--- src/rtl/perimeter_driver.sv ---
// perimeter_driver: issues a programmed sequence of (side_1, side_2) pairs on two
// /dav-rfd producer channels in lockstep, consumes the returned 10-bit perimeter
// and counts values that differ from 2*(side_1+side_2).
//
// state    | meaning
// ---------|-------------------------------------------------------------
// IDLE     | out of reset, waiting for start
// WAIT_RFD | pair loaded, waiting for both consumers to raise rfd
// SEND     | both dav_ low, waiting for both consumers to drop rfd
// GET      | waiting for the perimeter producer to drop dav_in_
// ACK      | rfd_in low, waiting for dav_in_ to return high
// DONE     | run finished, waiting for the next start
module perimeter_driver #(
    parameter int          N_PAIRS = 16,
    parameter logic [7:0]  X_INIT  = 8'd3,
    parameter logic [7:0]  Y_INIT  = 8'd5,
    parameter logic [7:0]  X_STEP  = 8'd1,
    parameter logic [7:0]  Y_STEP  = 8'd2
) (
    input  logic        clock,
    input  logic        reset,
    input  logic        start,
    output logic [7:0]  data_out_1,
    output logic        dav_out_1_,
    input  logic        rfd_out_1,
    output logic [7:0]  data_out_2,
    output logic        dav_out_2_,
    input  logic        rfd_out_2,
    input  logic [9:0]  data_in,
    input  logic        dav_in_,
    output logic        rfd_in,
    output logic        busy,
    output logic        done,
    output logic [7:0]  err_count,
    output logic [9:0]  last_result
);

    typedef enum logic [2:0] {
        S_IDLE, S_WAIT_RFD, S_SEND, S_GET, S_ACK, S_DONE
    } state_t;

    localparam logic [7:0] LAST_IDX = 8'(N_PAIRS - 1);

    state_t      state, state_next;
    logic [7:0]  idx;
    logic        load_first, load_next, capture;
    logic [8:0]  side_sum;
    logic [9:0]  expected;

    // The 9-bit sum keeps the carry so 255+255 still yields 1020.
    assign side_sum = {1'b0, data_out_1} + {1'b0, data_out_2};
    assign expected = {side_sum, 1'b0};

    // State register.
    always_ff @(posedge clock) begin
        if (reset) state <= S_IDLE;
        else       state <= state_next;
    end

    // Next-state and handshake outputs; dav_ and rfd_in are decoded from state,
    // so both producer channels always move together.
    always_comb begin
        state_next = state;
        load_first = 1'b0;
        load_next  = 1'b0;
        capture    = 1'b0;
        dav_out_1_ = 1'b1;
        dav_out_2_ = 1'b1;
        rfd_in     = 1'b1;
        busy       = 1'b0;
        done       = 1'b0;
        case (state)
            S_IDLE: begin
                if (start) begin
                    load_first = 1'b1;
                    state_next = S_WAIT_RFD;
                end
            end
            S_WAIT_RFD: begin
                busy = 1'b1;
                if (rfd_out_1 && rfd_out_2) state_next = S_SEND;
            end
            S_SEND: begin
                busy       = 1'b1;
                dav_out_1_ = 1'b0;
                dav_out_2_ = 1'b0;
                if (!rfd_out_1 && !rfd_out_2) state_next = S_GET;
            end
            S_GET: begin
                busy = 1'b1;
                if (!dav_in_) begin
                    capture    = 1'b1;
                    state_next = S_ACK;
                end
            end
            S_ACK: begin
                busy   = 1'b1;
                rfd_in = 1'b0;
                if (dav_in_) begin
                    if (idx == LAST_IDX) begin
                        state_next = S_DONE;
                    end else begin
                        load_next  = 1'b1;
                        state_next = S_WAIT_RFD;
                    end
                end
            end
            S_DONE: begin
                done = 1'b1;
                if (start) begin
                    load_first = 1'b1;
                    state_next = S_WAIT_RFD;
                end
            end
            default: state_next = S_IDLE;
        endcase
    end

    // Pair generator, result capture and saturating mismatch counter.
    always_ff @(posedge clock) begin
        if (reset) begin
            data_out_1  <= X_INIT;
            data_out_2  <= Y_INIT;
            idx         <= 8'd0;
            err_count   <= 8'd0;
            last_result <= 10'd0;
        end else begin
            if (load_first) begin
                data_out_1 <= X_INIT;
                data_out_2 <= Y_INIT;
                idx        <= 8'd0;
                err_count  <= 8'd0;
            end
            if (load_next) begin
                data_out_1 <= data_out_1 + X_STEP;
                data_out_2 <= data_out_2 + Y_STEP;
                idx        <= idx + 8'd1;
            end
            if (capture) begin
                last_result <= data_in;
                if (data_in != expected && err_count != 8'hFF)
                    err_count <= err_count + 8'd1;
            end
        end
    end

endmodule

--- config.mk ---
export PLATFORM = sky130hd
export DESIGN_NAME = perimeter_driver
export DESIGN_NICKNAME = d
export VERILOG_FILES = /design/src/rtl/perimeter_driver.sv
export SDC_FILE = /design/constraint.sdc
export NUM_CORES = 1
export LEC_CHECK = 0
export BUFFER_PORTS_ARGS = -buffer_cell sky130_fd_sc_hd__buf_2
export CELL_PAD_IN_SITES_DETAIL_PLACEMENT = 2
export CELL_PAD_IN_SITES_GLOBAL_PLACEMENT = 2
export CORE_AREA = 2 2 89 91
export DETAILED_ROUTE_END_ITERATION = 7
export DIE_AREA = 0 0 91 93
export PLACE_DENSITY = 0.87
export SLEW_MARGIN = 20
export SYNTH_ARGS = -nofsm -noshare
export SYNTH_HDL_FRONTEND = slang
export SYNTH_SLANG_ARGS = --single-unit
--- constraint.sdc ---
create_clock -name clock -period 5.6 [get_ports clock]
set_input_delay 1.12 -clock clock [delete_from_list [all_inputs] [get_ports clock]]
set_output_delay 1.12 -clock clock [all_outputs]
set_load 0.02 [all_outputs]
# After elaboration in Yosys (flattened, before gate mapping)
# Cells that the tools add are included.
# word_totals
reg_bits	45
word_cells	61
# op_classes
addsub	5
eq_ne	13
mux	27
reduce_logical	10
# op_table
cell	count
8-bit two-way mux	9
8-bit by 1-bit adder with 8-bit output, second input constant	3
3-bit two-way mux	6
3-bit case mux with 5 select lines	1
1-bit two-way mux	11
10-bit != test	1
8-bit by 8-bit adder with 9-bit output	1
8-bit by 2-bit adder with 8-bit output, second input constant	1
8-bit by 4-bit equality test with 1-bit output, second input constant	1
2-bit != test, second input constant	4
8-bit != test, second input constant	1
3-bit by 2-bit equality test with 1-bit output, second input constant	2
3-bit equality test, second input constant	2
5-bit AND reduction	1
4-bit OR reduction	1
3-bit by 1-bit equality test with 1-bit output, second input constant	1
1-bit logical AND	3
3-bit zero test	1
1-bit zero test	2
2-bit by 1-bit != test with 1-bit output, second input constant	1
2-bit nonzero test	1
2-bit OR reduction	1

# Longest topological paths before layout
# Gate-level depths: netlist (run 1).
# depth
word_depth	6
mapped_depth	10
ltp_nobuf	10

# Least setup slack after synthesis (run 1)
# No wires, ideal clock.
# synth_timing
path_type	reg-to-reg
start	register data_out_1[0]
end	register err_count[7]
t_arrival_ns	2.743
t_required_ns	5.499
slack_ns	2.756
stages_incl_launch_ff	11
period_less_slack_ns	2.844
cell_sequence	dfxtp_1 ha_1 fa_1 a21o_1 a221o_1 o22ai_2 xnor2_1 nor4_4 a21oi_2 mux2_1 o41ai_1
# synth_via
elab_chain_len	5
# synth_lines
item	line_no	source
start, declared	23	output logic [7:0] data_out_1,
start signal, assigned	135	data_out_1 <= data_out_1 + X_STEP;
8-bit by 8-bit adder with 9-bit output	51	assign side_sum = {1'b0, data_out_1} + {1'b0, data_out_2};
10-bit != test	141	if (data_in != expected && err_count != 8'hFF)
1-bit logical AND	141	
8-bit two-way mux	141	
8-bit two-way mux	139	if (capture) begin
end signal, assigned	142	err_count <= err_count + 8'd1;
end, declared	34	output logic [7:0] err_count,
# No other way between the ends.
# A chain may end at the register's enable or synchronous reset.

# Worst setup path after layout (run 1)
# Same ends and word-level chain as after synthesis.

==> impl_results.md, run 1 <==
* Diode count at 0
* # fillers at 898
* First-pass GRT wire length at 12,600 um
* Routability cong. at 0.750
* Top cells by area, synth: dfxtp_1 (36%), ha_1 (6.0%), a21oi_1 (5.8%)
* FFs w/ async S/R, synth at 0
* Die X-Extent at 91 um
* Max_cap viols at 0
* Number of flops mapped to enable cells by yosys at 0
* CTS Hold Buffers Added at 0
* Chip height at 93 um
* Crit-path max FO at 9
* Top cell type's share of synthesized area at 0.361
* Num CTS Buffers at 5
* Cells on Worst Hold Path at 2
* Tmin final at 3.06 ns
* Fmax at about 330 MHz
* H-tree Lvls at 2
* CP Class: flip-flop to flip-flop
* Period utilisation layout at 0.547
* Post_cts resized at 0
* Via count at 2,409
* Ys flop type: dfxtp_1
* Initial core utilization at 0.331
* Routed wire length at 7580 um
* VDD IR max at between 0.00008 and 0.00009 V
* Crit end category: flip-flop
* Max-slew violations at 0
* Overall die area at 8460 um^2
* Status: completed
* Detailed placement HPWL at roughly 5700 um
* Syn Nets at 335
* Setup bufs post-CTS at 0
* Lkg Pwr at 0.00121 uW
* # setup viols final at 0
* Vias in the first global route at 2,488
* Row count at 32
* CTS tree: done
* Final nets at 383
* Vias per cell at 5.27
* Synth warnings at 0
* TritonCTS Sinks at 45
* Global-route usage over all layers at 0.183
* Synth area leader: dfxtp_1
* Clock tree buffer depth at 2
* Remaining antenna violation count after routing at 0
* Drt wl/cell at 16.6 um
* CP Launch Type: flip-flop
* Avg Cell Area, Syn at 8.15 um^2
* Largest net degree at the start of global routing at 31
* Register area share after synthesis at 0.361
* Crit path DAT at 3.25 ns
* Remaining Overflow, GRT at 0
* Post-synthesis register bit count at 45
* Final hold vios at 0
* Post-synth top cells: dfxtp_1 (45), nand2_1 (35), nor2_1 (33), a21oi_1 (29), nand3_1 (23)
* Design Power at 595 uW
* Worst Reg-to-Reg Cells at 10
* DR DRC count at 0
* Worst Skew at 0.00652 ns
* Count of different cell masters after synthesis at 44
* Worst hold margin at 0.462 ns
* Clock-pin transition on the worst setup and hold timing paths at 0.09 ns
* Setup TNS at 0 ns
* Core Box Area at 7530 um^2
* Hold Path Class: flip-flop to flip-flop
* Starting DRT DRC Count at 52
* Cell Pwr Density at 202 nW/um^2
* P&R area growth vs syn at 18.1%
* Cell with the most instances after synthesis: dfxtp_1
* Worst EP required at 5.79 ns
* Syn Std Cell Area at 2490 um^2
* Slew margin rel. at 0.538
* Port bufs at 54
* IO Pins at 55
* Cells after Synth at 306
* Iteration count of the initial detailed-routing pass at 4
* RSZ-0062 raised after global routing: false
* Clk root buf: clkbuf_8
* Final Util at 0.391
* Slew @ Worst Pin at 0.691 ns
* Initial antenna violation count at 0
* Clk Latency, worst-skew pair at 0.29 ns
* Share of cells above drive strength 1 at 0.214
==> cell type report <==
| type | instances | area (um^2) | area share |
|---|---|---|---|
| inverter | 3 | 11.3 | 0.00383 |
| clock inverter | 1 | 5.00 | 0.00170 |
| multi-input combinational | 243 | 1520 | 0.515 |
| sequential | 45 | 901 | 0.306 |
| clock buffer | 7 | 96.3 | 0.0327 |
| timing repair buffer | 56 | 285 | 0.0969 |
| tap | 102 | 128 | 0.0434 |
==> flip-flops by register name, indices dropped and copies added (netlist names) <==
name         flops
err_count        8
data_out_1       8
last_result     10
idx              8
state            3
data_out_2       8
==> kinds of logic (layout without fill, tap and decap cells) <==
group | after synthesis | in the layout | share of synthesized area
muxes | 6 | 6 | 0.0266
AOI/OAI and AO/OA | 63 | 63 | 0.151
DFF | 45 | 45 | 0.361
adders and majority gates | 13 | 13 | 0.0683
buffers and inverters | 18 | 67 | 0.0301
xor gates and xnor gates | 28 | 28 | 0.0984
and+or+nand+nor | 133 | 133 | 0.264
==> worst max-delay path, stage by stage, from the launching register on <==
cell     delay, ns
dfxtp_1       0.37
ha_1          0.26
fa_1          0.42
a21o_1        0.21
a221o_1       0.33
o22ai_2       0.16
xnor2_1       0.19
nor4_4        0.09
a21oi_2       0.49
mux2_1        0.38
o41ai_1       0.06
==> path summary, 6_finish.rpt <==
check | from | to | slack, ns
setup / recovery | data_out_1[0]$_SDFFE_PP1P_ | err_count[7]$_SDFF_PP0_ | 2.54
hold reg to reg | last_result[5]$_SDFFE_PP0P_ | last_result[5]$_SDFFE_PP0P_ | 0.46
setup reg to reg | data_out_1[0]$_SDFFE_PP1P_ | err_count[7]$_SDFF_PP0_ | 2.54
hold / removal | last_result[5]$_SDFFE_PP0P_ | last_result[5]$_SDFFE_PP0P_ | 0.46
==> layer usage <==
metal,wire length [um],vias to the layer above,GRT usage,share of wire
met2,3900,31,0.331,0.51
met1,3440,1203,0.229,0.45
li1,-,1169,-,-
met4,81,0,0.0417,0.011
met5,0,-,0,0
met3,156,6,0.0274,0.021
==> power breakdown <==
part           switching [uW]  internal [uW]
Combinational            29.8           15.0
Clock                     113            112
Sequential               3.54            321
Total                     147            448
==> metrics by stage <==
stage | area, um^2 | instances | worst slack (ns)
after global routing | 2940 | 457 | 2.33
after global placement | 2840 | 449 | 2.63
after CTS | 2940 | 457 | 2.51
final | 2940 | 457 | 2.54
after floorplan | 2490 | 306 | 2.76
after detailed placement | 2840 | 449 | 2.51
==> cell usage in the layout, fill, tap and decap left out, types with 7 or more instances in the layout <==
cell type and n:
nor2_1 33, and3_1 10, dfxtp_1 45, o21ai_0 16, xor2_1 12, xnor2_1 16, clkbuf_8 7, nand3_1 23
buf_2 54, nand2_1 35, a21oi_1 29, ha_1 12
Power figures use the tool's default switching activity.
==> run 2, diff against run 1 <==
--- a/config.mk
+++ b/config.mk
@@ -8,10 +8,10 @@
 export BUFFER_PORTS_ARGS = -buffer_cell sky130_fd_sc_hd__buf_2
 export CELL_PAD_IN_SITES_DETAIL_PLACEMENT = 2
 export CELL_PAD_IN_SITES_GLOBAL_PLACEMENT = 2
-export CORE_AREA = 2 2 89 91
+export CORE_AREA = 2 2 93 95
 export DETAILED_ROUTE_END_ITERATION = 7
-export DIE_AREA = 0 0 91 93
-export PLACE_DENSITY = 0.87
+export DIE_AREA = 0 0 95 97
+export PLACE_DENSITY = 0.81
 export SLEW_MARGIN = 20
 export SYNTH_ARGS = -nofsm -noshare
 export SYNTH_HDL_FRONTEND = slang
==> constraint.sdc (replaced) <==
create_clock -name clock -period 3.01 [get_ports clock]
set_input_delay 0.602 -clock clock [delete_from_list [all_inputs] [get_ports clock]]
set_output_delay 0.602 -clock clock [all_outputs]
set_load 0.02 [all_outputs]
==> impl_results.md, run 2 (synthesized netlist as in run 1, its figures left out) <==
* Clk Latency, worst-skew pair at 0.30 ns (about the same)
* Worst Skew at 0.00886 ns (+0.00234 ns)
* Clock-pin transition on the worst setup and hold timing paths at 0.09 ns (about the same)
* Initial antenna violation count at 0 (unchanged)
* Remaining Overflow, GRT at 0 (unchanged)
* Crit path DAT at 3.07 ns (-0.18 ns)
* Detailed placement HPWL at 5930 um (+3.8%)
* Clk root buf: clkbuf_8
* Status: completed
* RR Endpoint: err_count[7]$_SDFF_PP0_
* Slew @ Worst Pin at 0.743 ns (+0.0519 ns)
* Placed Cells incl. Taps at 460 (+2.4%)
* Slew margin rel. at 0.504 (-0.0338)
* Worst EP required at 3.21 ns (-2.58 ns)
* DP Worst Slack at 0.00775 ns (-2.50 ns)
* Most common cell after layout, fill and taps aside: buf_2
* # setup viols final at 0 (unchanged)
* Routed wire length at 8160 um (+7.7%)
* Max_cap viols at 0 (unchanged)
* Vias per cell at 5.24 (-0.65%)
* Crit-path max FO at 8 (-1)
* Final nets at 392 (+2.3%)
* H-tree Lvls at 2 (unchanged)
* Vias in the first global route at 2,660 (+6.9%)
* Design Power at 1090 uW (+83%)
* Multi-input gate area at 1540 um^2 (+1.5%)
* Final hold vios at 0 (unchanged)
* Share of cells above drive strength 1 at 0.245 (+0.0311)
* First-pass GRT wire length at 13,400 um (+6.1%)
* VDD IR max at 0.000147 V (+77%)
* Largest net degree at the start of global routing at 30 (-3.2%)
* Global-route usage over all layers at 0.182 (-0.000435)
* Iteration count of the initial detailed-routing pass at 4 (unchanged)
* P&R area growth vs syn at 21.3%
* R2R Setup Slk at 0.14 ns (-2.40 ns)
* Most flop-heavy register: last_result
* # fillers at 956 (+6.5%)
* Die X-Extent at 95 um (+4.4%)
* RR Startpoint: data_out_1[0]$_SDFFE_PP1P_
* Non-filler cells, final at 468 (+2.4%)
* Period utilisation layout at 0.953 (+0.406)
* Crit path capture: err_count[7]$_SDFF_PP0_
* CTS Hold Buffers Added at 0 (unchanged)
* Port bufs at 54 (unchanged)
* Diode count at 0 (unchanged)
* Num CTS Buffers at 5 (unchanged)
* Initial core utilization at 0.306 (-0.0247)
* Crit path setup slack, layout at 0.140 ns (-2.40 ns)
* Starting DRT DRC Count at 76 (+46%)
* Via count at 2,451 (+1.7%)
* Crit end category: flip-flop
* Largest register FFs at 10 (unchanged)
* Overall die area at 9220 um^2 (+8.9%)
* Row count at 33 (+3.1%)
* CP Launch Type: flip-flop
* Core Box Area at 8130 um^2 (+8.1%)
* Crit path cell chain: ha_1, fa_2, a21o_1, a221o_1, nor2_1, xnor2_1, nor4_4, a21oi_4, mux2_1, o41ai_1
* Routability cong. at 0.761 (+1.5%)
* Tmin final at 2.87 ns (-0.194 ns)
* DR DRC count at 0 (unchanged)
* Most frequent cells in the layout: buf_2 (54), dfxtp_1 (43), nand2_1 (35), nor2_1 (32), a21oi_1 (28)
* Max-slew violations at 0 (unchanged)
* CP Class: flip-flop to flip-flop
* Chip height at 97 um (+4.3%)
* Max incr delay on CP at 0.41 ns (-0.08 ns)
* Lkg Pwr at 0.00124 uW (+3.1%)
* Fmax at 348 MHz (+6.8%)
* Critical Path Start: data_out_1[0]$_SDFFE_PP1P_
* Cell Pwr Density at 361 nW/um^2 (+78%)
* IO Pins at 55 (unchanged)
* CTS tree: done
* TritonCTS Sinks at 45 (unchanged)
* Worst Reg-to-Reg Cells at 10 (unchanged)
* Slowest stage cell on the critical path: nor4_4
* Hold Path Class: flip-flop to flip-flop
* Register area at 903 um^2 (+0.28%)
* Drt wl/cell at 17.4 um (+5.2%)
* Clock tree buffer depth at 2 (unchanged)
* Remaining antenna violation count after routing at 0 (unchanged)
run 2: critical path: cells and delay by family (launching register included):
family                     cells  cell delay [ns]
AOI/OAI and AO/OA              4             0.77
adders and majority gates      2             0.61
and+or+nand+nor                2             0.55
muxes                          1             0.36
DFF                            1             0.33
xor gates and xnor gates       1             0.15
run 2: worst min path at each step:
stage                                start                          end  slack [ns]  depth (start not counted)
2_1_floorplan          idx[4]$_SDFFE_PP0P_          idx[4]$_SDFFE_PP0P_        0.45                          1
3_3_place_gp   last_result[9]$_SDFFE_PP0P_  last_result[9]$_SDFFE_PP0P_        0.44                          2
3_5_place_dp   last_result[4]$_SDFFE_PP0P_  last_result[4]$_SDFFE_PP0P_        0.45                          2
4_1_cts        last_result[4]$_SDFFE_PP0P_  last_result[4]$_SDFFE_PP0P_        0.46                          2
5_1_grt        last_result[4]$_SDFFE_PP0P_  last_result[4]$_SDFFE_PP0P_        0.49                          2
6_report       last_result[4]$_SDFFE_PP0P_  last_result[4]$_SDFFE_PP0P_        0.46                          2
run 2: timing repair:
action,4_1_cts,5_1_grt
buffers inserted,0,1
pin swaps,0,2
endpoints found under the setup margin,4,5
gates resized for setup,3,5
run 2: through the flow:
stage | hold WS, ns | instance area (um^2) | TNS (ns) | util
floorplan | 0.451 | 2490 | 0 | -
global placement | 0.442 | 2910 | 0 | 0.357
detailed placement | 0.452 | 2910 | 0 | 0.357
CTS | 0.465 | 3000 | 0 | 0.369
global route | 0.489 | 3020 | -0.0198 | 0.372
finish | 0.460 | 3020 | 0 | 0.372
run 2: per-layer routing:
metal / vias up / GRT usage / wire (um)
li1: 1186 / - / -
met1: 1218 / 0.229 / 3660
met2: 37 / 0.316 / 4130
met3: 10 / 0.0312 / 214
met4: 0 / 0.0535 / 159
met5: - / 0 / 0
run 2: area by class of cell:
type | instances | share of cell area
Clock buffer | 7 | 0.0285
Inverter | 3 | 0.00372
Multi-Input combinational cell | 243 | 0.509
Sequential cell | 45 | 0.299
Tap cell | 105 | 0.0434
Timing Repair Buffer | 65 | 0.117
run 2: report_power, final:
part	switching [uW]	internal (uW)	leakage (uW)	total (uW)
Combinational	57.9	30.7	0.000837	88.6
Sequential	6.42	598	0.000363	604
Clock	215	183	0.0000443	398
Total	279	812	0.00124	1090
